===== config.mk =====
export PLATFORM = sky130hd
export DESIGN_NAME = pipe_mem_stage
export DESIGN_NICKNAME = d
export VERILOG_FILES = /design/src/rtl/pipe_mem_stage.sv
export SDC_FILE = /design/constraint.sdc
export NUM_CORES = 1
export LEC_CHECK = 0
export CAP_MARGIN = 20
export CORE_AREA = 2 2 112 114
export DETAILED_ROUTE_END_ITERATION = 10
export DIE_AREA = 0 0 114 116
export PLACE_DENSITY = 0.89
export SYNTH_ARGS = -nofsm -noshare
export SYNTH_HDL_FRONTEND = slang
export SYNTH_SLANG_ARGS = --single-unit

===== constraint.sdc =====
create_clock -name clock -period 2.3 [get_ports clock]
set_input_delay 0.46 -clock clock [delete_from_list [all_inputs] [get_ports clock]]
set_output_delay 0.46 -clock clock [all_outputs]
set_load 0.02 [all_outputs]

===== src/rtl/pipe_mem_stage.sv =====
// MEM stage of the pipeline: EX/M register plus a small IDLE/BUSY/ERR handshake FSM
// towards the data memory, with alignment check and ack timeout.
//
// state | meaning
// IDLE  | M holds a non-memory op, a bubble, or nothing since reset
// BUSY  | memory access in flight, waiting for dmem_ack
// ERR   | one-cycle slot for a misaligned or timed-out access
module pipe_mem_stage #(
    parameter int unsigned TIMEOUT = 255
) (
    input  logic        clock,
    input  logic        resetn,
    input  logic        ewreg,
    input  logic        em2reg,
    input  logic        ewmem,
    input  logic [31:0] ealu,
    input  logic [31:0] eb,
    input  logic [4:0]  ern,
    output logic        mwreg,
    output logic        mm2reg,
    output logic [4:0]  mrn,
    output logic [31:0] malu,
    output logic [31:0] mmo,
    output logic        mvalid,
    output logic        mem_stall,
    output logic        mem_err,
    output logic        dmem_req,
    output logic        dmem_we,
    output logic [31:0] dmem_addr,
    output logic [31:0] dmem_wdata,
    input  logic        dmem_ack,
    input  logic [31:0] dmem_rdata
);

    typedef enum logic [1:0] {IDLE, BUSY, ERR} state_t;

    localparam logic [7:0] TO_LIMIT = 8'(TIMEOUT);

    state_t      state;
    logic        wreg_q;
    logic        mwmem;
    logic        mfull;
    logic [31:0] mb;
    logic [7:0]  busy_cnt;

    logic        load_en;
    logic        e_memop;
    logic        e_misal;
    logic        timeout_hit;

    assign mem_stall   = (state == BUSY) && !dmem_ack;
    assign load_en     = !mem_stall;
    assign e_memop     = em2reg || ewmem;
    assign e_misal     = (ealu[1:0] != 2'b00);
    assign timeout_hit = mem_stall && (busy_cnt == TO_LIMIT);

    // The EX/M register is frozen during BUSY, so the bus fields are stable for the whole access.
    assign dmem_req   = (state == BUSY);
    assign dmem_addr  = malu;
    assign dmem_wdata = mb;
    assign dmem_we    = mwmem && (state == BUSY);
    assign mem_err    = (state == ERR);
    assign mwreg      = wreg_q && (state != ERR);
    assign mvalid     = ((state == IDLE) && mfull) || ((state == BUSY) && dmem_ack) || (state == ERR);

    always_ff @(posedge clock or negedge resetn) begin
        if (!resetn) begin
            state    <= IDLE;
            wreg_q   <= 1'b0;
            mm2reg   <= 1'b0;
            mwmem    <= 1'b0;
            mrn      <= 5'd0;
            malu     <= 32'd0;
            mb       <= 32'd0;
            mfull    <= 1'b0;
            mmo      <= 32'd0;
            busy_cnt <= 8'd0;
        end else if (load_en) begin
            wreg_q <= ewreg;
            mm2reg <= em2reg;
            mwmem  <= ewmem;
            mrn    <= ern;
            malu   <= ealu;
            mb     <= eb;
            mfull  <= 1'b1;
            // load_en in BUSY implies this is the ack edge
            if (state == BUSY && mm2reg) begin
                mmo <= dmem_rdata;
            end
            if (e_memop && !e_misal) begin
                state    <= BUSY;
                busy_cnt <= 8'd0;
            end else if (e_memop) begin
                state <= ERR;
                mmo   <= 32'd0;
            end else begin
                state <= IDLE;
            end
        end else if (timeout_hit) begin
            state <= ERR;
            mmo   <= 32'd0;
        end else begin
            busy_cnt <= busy_cnt + 8'd1;
        end
    end

endmodule


Word-level counts from Yosys, hierarchy flattened. Index checks and enable logic that the tools add are counted.

Add/subtract/negate cells: 1. Eq/ne operators: 6. Multiplexer cells: 12. Reduce and logical (&&, ||, !) cells: 17.

Operators with widths (number): $mux 32 (5); $mux 8 (3); $add 8x1->8 const B (1); $eq 8x8->1 const B (1); $logic_and 1x1->1 (8); $mux 2 (4); $ne 2x2->1 const B (2); $reduce_bool 2->1 (2); $logic_or 1x1->1 (3); $eq 2x1->1 const B (1); $eq 2x2->1 const B (1); $logic_not 1->1 (2); $logic_not 2->1 (1); $ne 2x1->1 const B (1); $reduce_and 2->1 (1).

Flip-flop bits (word level): 115. Output and inout bits: 140.

Logic depth before layout (Yosys ltp). Gate-level depths: netlist of run 1.

Depth after elaboration: 6. Mapped depth: 7. Gate-level depth less buffers: 5.

Worst setup path before layout of run 1. No wires, ideal clock.

Path type: input port to output port. Start: in dmem_ack. End: out mem_stall. Arrival: 1.242 ns. Setup slack: 0.598 ns. Stages: 4. Path buffers: 2. Path through: or3b_1 -> buf_4 -> inv_6 -> buf_2.

Cells in the longest elaborated chain, start to end: 2.

Ends and longest elaborated chain: start: declaration (line 31) `input logic dmem_ack,`; $logic_not 1->1 (line 51) `assign mem_stall = (state == BUSY) && !dmem_ack;`; $logic_and 1x1->1 (line 51); end: declaration (line 25) `output logic mem_stall,`.

Every way passes these cells.

Final worst setup path of run 1.
Start: reg state[1]. End: out dmem_req.

Cells in the longest elaborated chain, start to end: 1.

Ends and longest elaborated chain: start: declaration (line 39) `state_t state;`; start signal: assignment (line 68) `state <= IDLE;`; start signal: assignment (line 91) `state <= BUSY;`; start signal: assignment (line 94) `state <= ERR;`; $eq 2x1->1 (line 58) `assign dmem_req = (state == BUSY);`; end: declaration (line 27) `output logic dmem_req,`.

Every way passes these cells.

==> flow_summary.json, run 1 <==
{
  "numCtsBuffers": 17,
  "startpoint_type": "flop",
  "ant_nets": 0,
  "die-area_um2": 13200,
  "grt_max_degree": 64,
  "clk_latency_ns": 0.40,
  "irDropWorstVdd_uv": 379,
  "ys_seq_area_share_pct": 61.4,
  "post-place-cells": 820,
  "setup.worst_path.class": "flop to output pin",
  "hold_violations": 0,
  "utilization_pct": 63.8,
  "fin_nets": 801,
  "yosys_warnings": 0,
  "rows": 40,
  "drive_above_1_share_pct": 6.37,
  "multi_input_area_um2": 1420,
  "synthArstFlopShare_pct": 100,
  "cpPeakStageDelay_ns": 0.63,
  "fmaxAchievable_mhz": 465,
  "ys_types": 38,
  "p_leak_nw": 3.54,
  "grt-ovfl-total": 0,
  "clock-sinks": 115,
  "placed_cell_area_um2": 7050,
  "hp-class": "flop to flop",
  "dpl.hpwl_um": 9900,
  "grt_usage_pct": 20.5,
  "h-tree-depth": 4,
  "p_total_mw": 5.49,
  "path_buf_inv": 1,
  "vias": 4149,
  "synthCells": 475,
  "netlist_top_cells_area": "dfrtp_1 (61%), nand2_1 (18%), a22o_1 (6.0%), buf_4 (5.3%), clkbuf_1 (0.96%)",
  "worst-slew-pin-transition_ns": 0.509,
  "syn2layout_area_growth_pct": 62.1,
  "antenna_found_initial": 0,
  "nFillCells": 970,
  "rsz0062_at_grt": "no",
  "clk_pin_slew_worst_paths_ns": 0.05,
  "drt_pass1_iterations": 5,
  "synth_top_flop_cell": "dfrtp_1",
  "cts_root_buf": "clkbuf_16",
  "cp-end-kind": "output pin",
  "initial_core_util_pct": 39.4,
  "power_density_nw_per_um2": 722,
  "synthTopCellsByCount": "nand2_1 (220), dfrtp_1 (115), buf_4 (33)",
  "cts_tree": "done",
  "clockBufferDepth": 2,
  "max_cap_violations": 0,
  "finalCriticalPeriod_ns": 2.15,
  "finalSetupViolations": 0,
  "post-synth-top-count-cell": "nand2_1",
  "synth.ff_latch_count": 115,
  "drc": 0,
  "synth_top_area_cell": "dfrtp_1",
  "core_um2": 11900,
  "drt-initial-drc-count": 247,
  "skew_ns": 0.00652,
  "avgSynthCellArea_um2": 9.87,
  "status": "complete, no violations",
  "syn-num-nets": 583,
  "via_per_inst": 4.86,
  "place_congestion": 0.831,
  "finalCritPeriodShare_pct": 93.6,
  "critical_path_arrival_ns": 1.69,
  "yosysTopAreaCellShare_pct": 61.4,
  "die_x_um": 114,
  "die_h_um": 116,
  "slowest_stage": "clkdlybuf4s50_1",
  "worstPathRequired_ns": 1.84,
  "boundaryPins": 247,
  "port_buffers": 246,
  "rrSetupSlack_ns": 0.44,
  "diodes": 0,
  "design_area_um2": 7600,
  "routed_wl_um": 13600,
  "crit_fanout": 5,
  "crit_chain": "and2b_1 > clkdlybuf4s50_1",
  "fin_setup_tns_ns": 0,
  "seq_area_um2": 2880,
  "fin_cells": 853,
  "grt_pass1_wl_um": 21100,
  "wire_per_inst_um": 15.9,
  "max-slew-margin-rel_pct": 66.0,
  "synth-edff-count": 0,
  "critPathTopFamily": "buffers and inverters",
  "synth_area_um2": 4690,
  "grt_pass1_vias": 4277,
  "slew_viol_final": 0
}
[cell usage in the layout, fill, tap and decap left out, types with 3 or more instances in the layout]
master	count
clkinv_2	7
inv_1	4
clkbuf_16	17
a22o_1	32
nand2_1	220
clkbuf_1	3
and3_1	3
clkinvlp_4	3
o21ai_0	3
nand3_1	8
clkdlybuf4s50_1	242
nor3_1	3
dfrtp_1	115
buf_4	8
nor2_1	3
[tightest hold or removal path: cells and delay by family (launching register included)]
family           cells  cell delay, ns
DFF                  1            0.33
and+or+nand+nor      2            0.10
[where the power goes]
| group | total (mW) | internal, mW | leakage, nW | switching, mW |
|---|---|---|---|---|
| clock network | 2.36 | 1.50 | 0.262 | 0.866 |
| registers | 2.21 | 2.13 | 1.43 | 0.0790 |
| logic | 0.911 | 0.469 | 1.85 | 0.442 |
| total | 5.49 | 4.10 | 3.54 | 1.39 |
[layer usage]
metal | routed length (um) | up-vias | global-route usage (%)
li1 | - | 1934 | -
met1 | 5280 | 1991 | 23.8
met2 | 7020 | 197 | 35.8
met3 | 946 | 27 | 5.70
met4 | 352 | 0 | 9.02
met5 | 0 | - | 0
[sequential cells by signal, indices dropped and copies added, names as in the netlist]
register / count
dmem_wdata: 32
wreg_q: 1
mwmem: 1
busy_cnt: 8
state: 2
mmo: 32
mrn: 5
mm2reg: 1
dmem_addr: 32
mfull: 1
[per-stage QoR]
| stage | hold WS, ns | setup WS (ns) |
|---|---|---|
| after floorplan | 0.164 | 0.598 |
| after global placement | 0.396 | 0.0684 |
| after detailed placement | 0.409 | 0.0269 |
| after CTS | 0.462 | 0.0196 |
| after global routing | 0.483 | 0.0582 |
| final | 0.461 | 0.148 |
[cell families (layout without fill, tap and decap cells)]
kind of cell | count (synthesis) | count (layout) | share of synthesized area (%)
XOR/XNOR | 1 | 1 | 0.187
flip-flops | 115 | 115 | 61.4
AO/OA/AOI/OAI | 46 | 46 | 8.19
buffers and inverters | 61 | 292 | 8.30
adder cells (fa/ha/maj) | 1 | 1 | 0.267
AND/OR/NAND/NOR | 250 | 250 | 21.5
multiplexers | 1 | 1 | 0.214
[worst paths after layout]
check	startpoint	cells after the start	end
setup / recovery	state[1]	2	dmem_req
hold / removal	wreg_q	2	wreg_q
setup reg to reg	busy_cnt[0]	5	mmo[31]
hold reg to reg	wreg_q	2	wreg_q
max in group asynchronous	resetn	3	dmem_addr[13]
min in group asynchronous	resetn	2	dmem_wdata[28]
[repair_timing]
| action | in CTS | in global routing |
|---|---|---|
| setup buffers | 0 | 0 |
| hold buffers | 1 | 0 |
| cloned | 0 | 0 |
| endpoints found under the hold margin | 23 | 0 |
| pin swaps | 0 | 0 |
| endpoints found under the setup margin | 1 | 1 |
| gates resized for setup | 1 | 1 |
[layout make-up]
type / count / share of cell area [%]
Sequential cell: 115 / 37.9
Timing Repair Buffer: 255 / 33.6
Multi-Input combinational cell: 299 / 18.7
Clock buffer: 21 / 5.93
Tap cell: 147 / 2.42
Clock inverter: 11 / 1.15
Inverter: 5 / 0.313
Note: power is estimated with default switching activity, not from simulation.
==> run 2, diff against run 1 <==
- SKIP_LAST_GASP: default -> 1
==> results of run 2 <==
Same layout as run 1: the final DEF is identical, and so are final timing and power.
==> run 3, diff against run 2 <==
- CTS_CLUSTER_SIZE: default -> 30
- SETUP_SLACK_MARGIN: default -> 0.02
==> flow_summary.json, run 3 (synthesis results as in run 1) <==
{
  "drt_pass1_iterations": 4,
  "cp-end-kind": "output pin",
  "wire_per_inst_um": 15.9,
  "die-area_um2": 13200,
  "status": "complete, no violations",
  "multi_input_area_um2": 1420,
  "startpoint_type": "flop",
  "grt_usage_pct": 20.5,
  "utilization_pct": 63.8,
  "power_density_nw_per_um2": 722,
  "max-slew-margin-rel_pct": 66.2,
  "crit_fanout": 5,
  "drc": 0,
  "syn2layout_area_growth_pct": 62.0,
  "fmaxAchievable_mhz": 465,
  "boundaryPins": 247,
  "die_h_um": 116,
  "place_congestion": 0.831,
  "clk_latency_ns": 0.40,
  "irDropWorstVdd_uv": 379,
  "worst_hold_slack_ns": 0.461,
  "fin_setup_tns_ns": 0,
  "diodes": 0,
  "grt-ovfl-total": 0,
  "worst-slew-pin-transition_ns": 0.507,
  "p_leak_nw": 3.53,
  "finalSetupViolations": 0,
  "clk_pin_slew_worst_paths_ns": 0.05,
  "hold_violations": 0,
  "clock-sinks": 115,
  "grt_pass1_vias": 4277,
  "cts_tree": "done",
  "finalCritPeriodShare_pct": 93.6,
  "skew_ns": 0.00653,
  "rrSetupSlack_ns": 0.44,
  "rows": 40,
  "max_cap_violations": 0,
  "crit_chain": "and2b_1 > clkdlybuf4s50_1",
  "setup.worst_path.class": "flop to output pin",
  "nFillCells": 971,
  "port_buffers": 246,
  "slew_viol_final": 0,
  "finalCriticalPeriod_ns": 2.15,
  "routed_wl_um": 13600,
  "vias": 4153,
  "p_total_mw": 5.49,
  "final_common_cell": "clkdlybuf4s50_1",
  "design_area_um2": 7600,
  "cpPeakStageDelay_ns": 0.63,
  "initial_core_util_pct": 39.4,
  "placed_cell_area_um2": 7050,
  "ant_nets": 0,
  "worstPathRequired_ns": 1.84,
  "rsz0062_at_grt": "no",
  "dpl.hpwl_um": 9900,
  "critical_path_arrival_ns": 1.69,
  "clockBufferDepth": 2,
  "grt_pass1_wl_um": 21100,
  "cts_root_buf": "clkbuf_16",
  "post-cts-setup-buffers": 0,
  "core_um2": 11900,
  "die_x_um": 114,
  "drive_above_1_share_pct": 6.37,
  "grt_max_degree": 64,
  "slowest_stage": "clkdlybuf4s50_1",
  "layout_common_cells": "clkdlybuf4s50_1 (242), nand2_1 (220), dfrtp_1 (115)",
  "h-tree-depth": 4,
  "seq_area_um2": 2880,
  "numCtsBuffers": 17,
  "fin_nets": 801,
  "antenna_found_initial": 0,
  "hp-class": "flop to flop",
  "via_per_inst": 4.87,
  "drt-initial-drc-count": 247
}
run 3: cell count changes in the layout (fill, tap and decap cells not counted), sizes merged:
cell | before | now
dlygate4sd2 | 1 | 2
dlymetal6s2s | 1 | 0
run 3: worst paths after layout:
path / cells past startpoint / startpoint / to
worst max-delay path: 2 / state[1] / dmem_req
worst min-delay path: 2 / wreg_q / wreg_q
worst max register to register: 5 / busy_cnt[0] / mmo[31]
worst min register to register: 2 / wreg_q / wreg_q
max in group asynchronous: 3 / resetn / dmem_addr[13]
min in group asynchronous: 2 / resetn / dmem_wdata[28]
run 3: metal layers:
metal  global-route usage [%]  routed length, um  up-vias
met3                     5.70                962       27
met1                     23.8               5260     1992
met5                        0                  0        -
met2                     35.8               7020      199
li1                         -                  -     1935
met4                     9.02                352        0
run 3: critical path, delay by kind of cell, from the launching register on:
family,cells,cell delay [ns]
buffers and inverters,1,0.63
flip-flops,1,0.39
AND/OR/NAND/NOR,1,0.27
run 3: repair_timing:
item	4_1_cts	5_1_grt
setup endpoints to repair	2	0
hold buffers	1	0
gates resized for setup	2	0
hold endpoints to repair	23	0
run 3: through the flow:
stage | worst slack, ns | cells
3_5_place_dp | 0.0269 | 820
6_report | 0.148 | 853
2_1_floorplan | 0.598 | 475
5_1_grt | 0.0582 | 853
4_1_cts | 0.128 | 853
3_3_place_gp | 0.0684 | 820
run 3: final cells by class:
type | count | share of cell area (%)
clock inverter | 11 | 1.15
clock buffer | 21 | 5.93
multi-input combinational | 299 | 18.7
inverter | 5 | 0.313
tap | 147 | 2.42
timing repair buffer | 255 | 33.6
sequential | 115 | 37.9
run 3: where the power goes:
part,switching [mW],leakage (nW),total (mW),internal (mW)
clock,0.866,0.262,2.36,1.50
sequential,0.0790,1.43,2.21,2.13
combinational,0.442,1.83,0.910,0.469
total,1.39,3.53,5.49,4.10
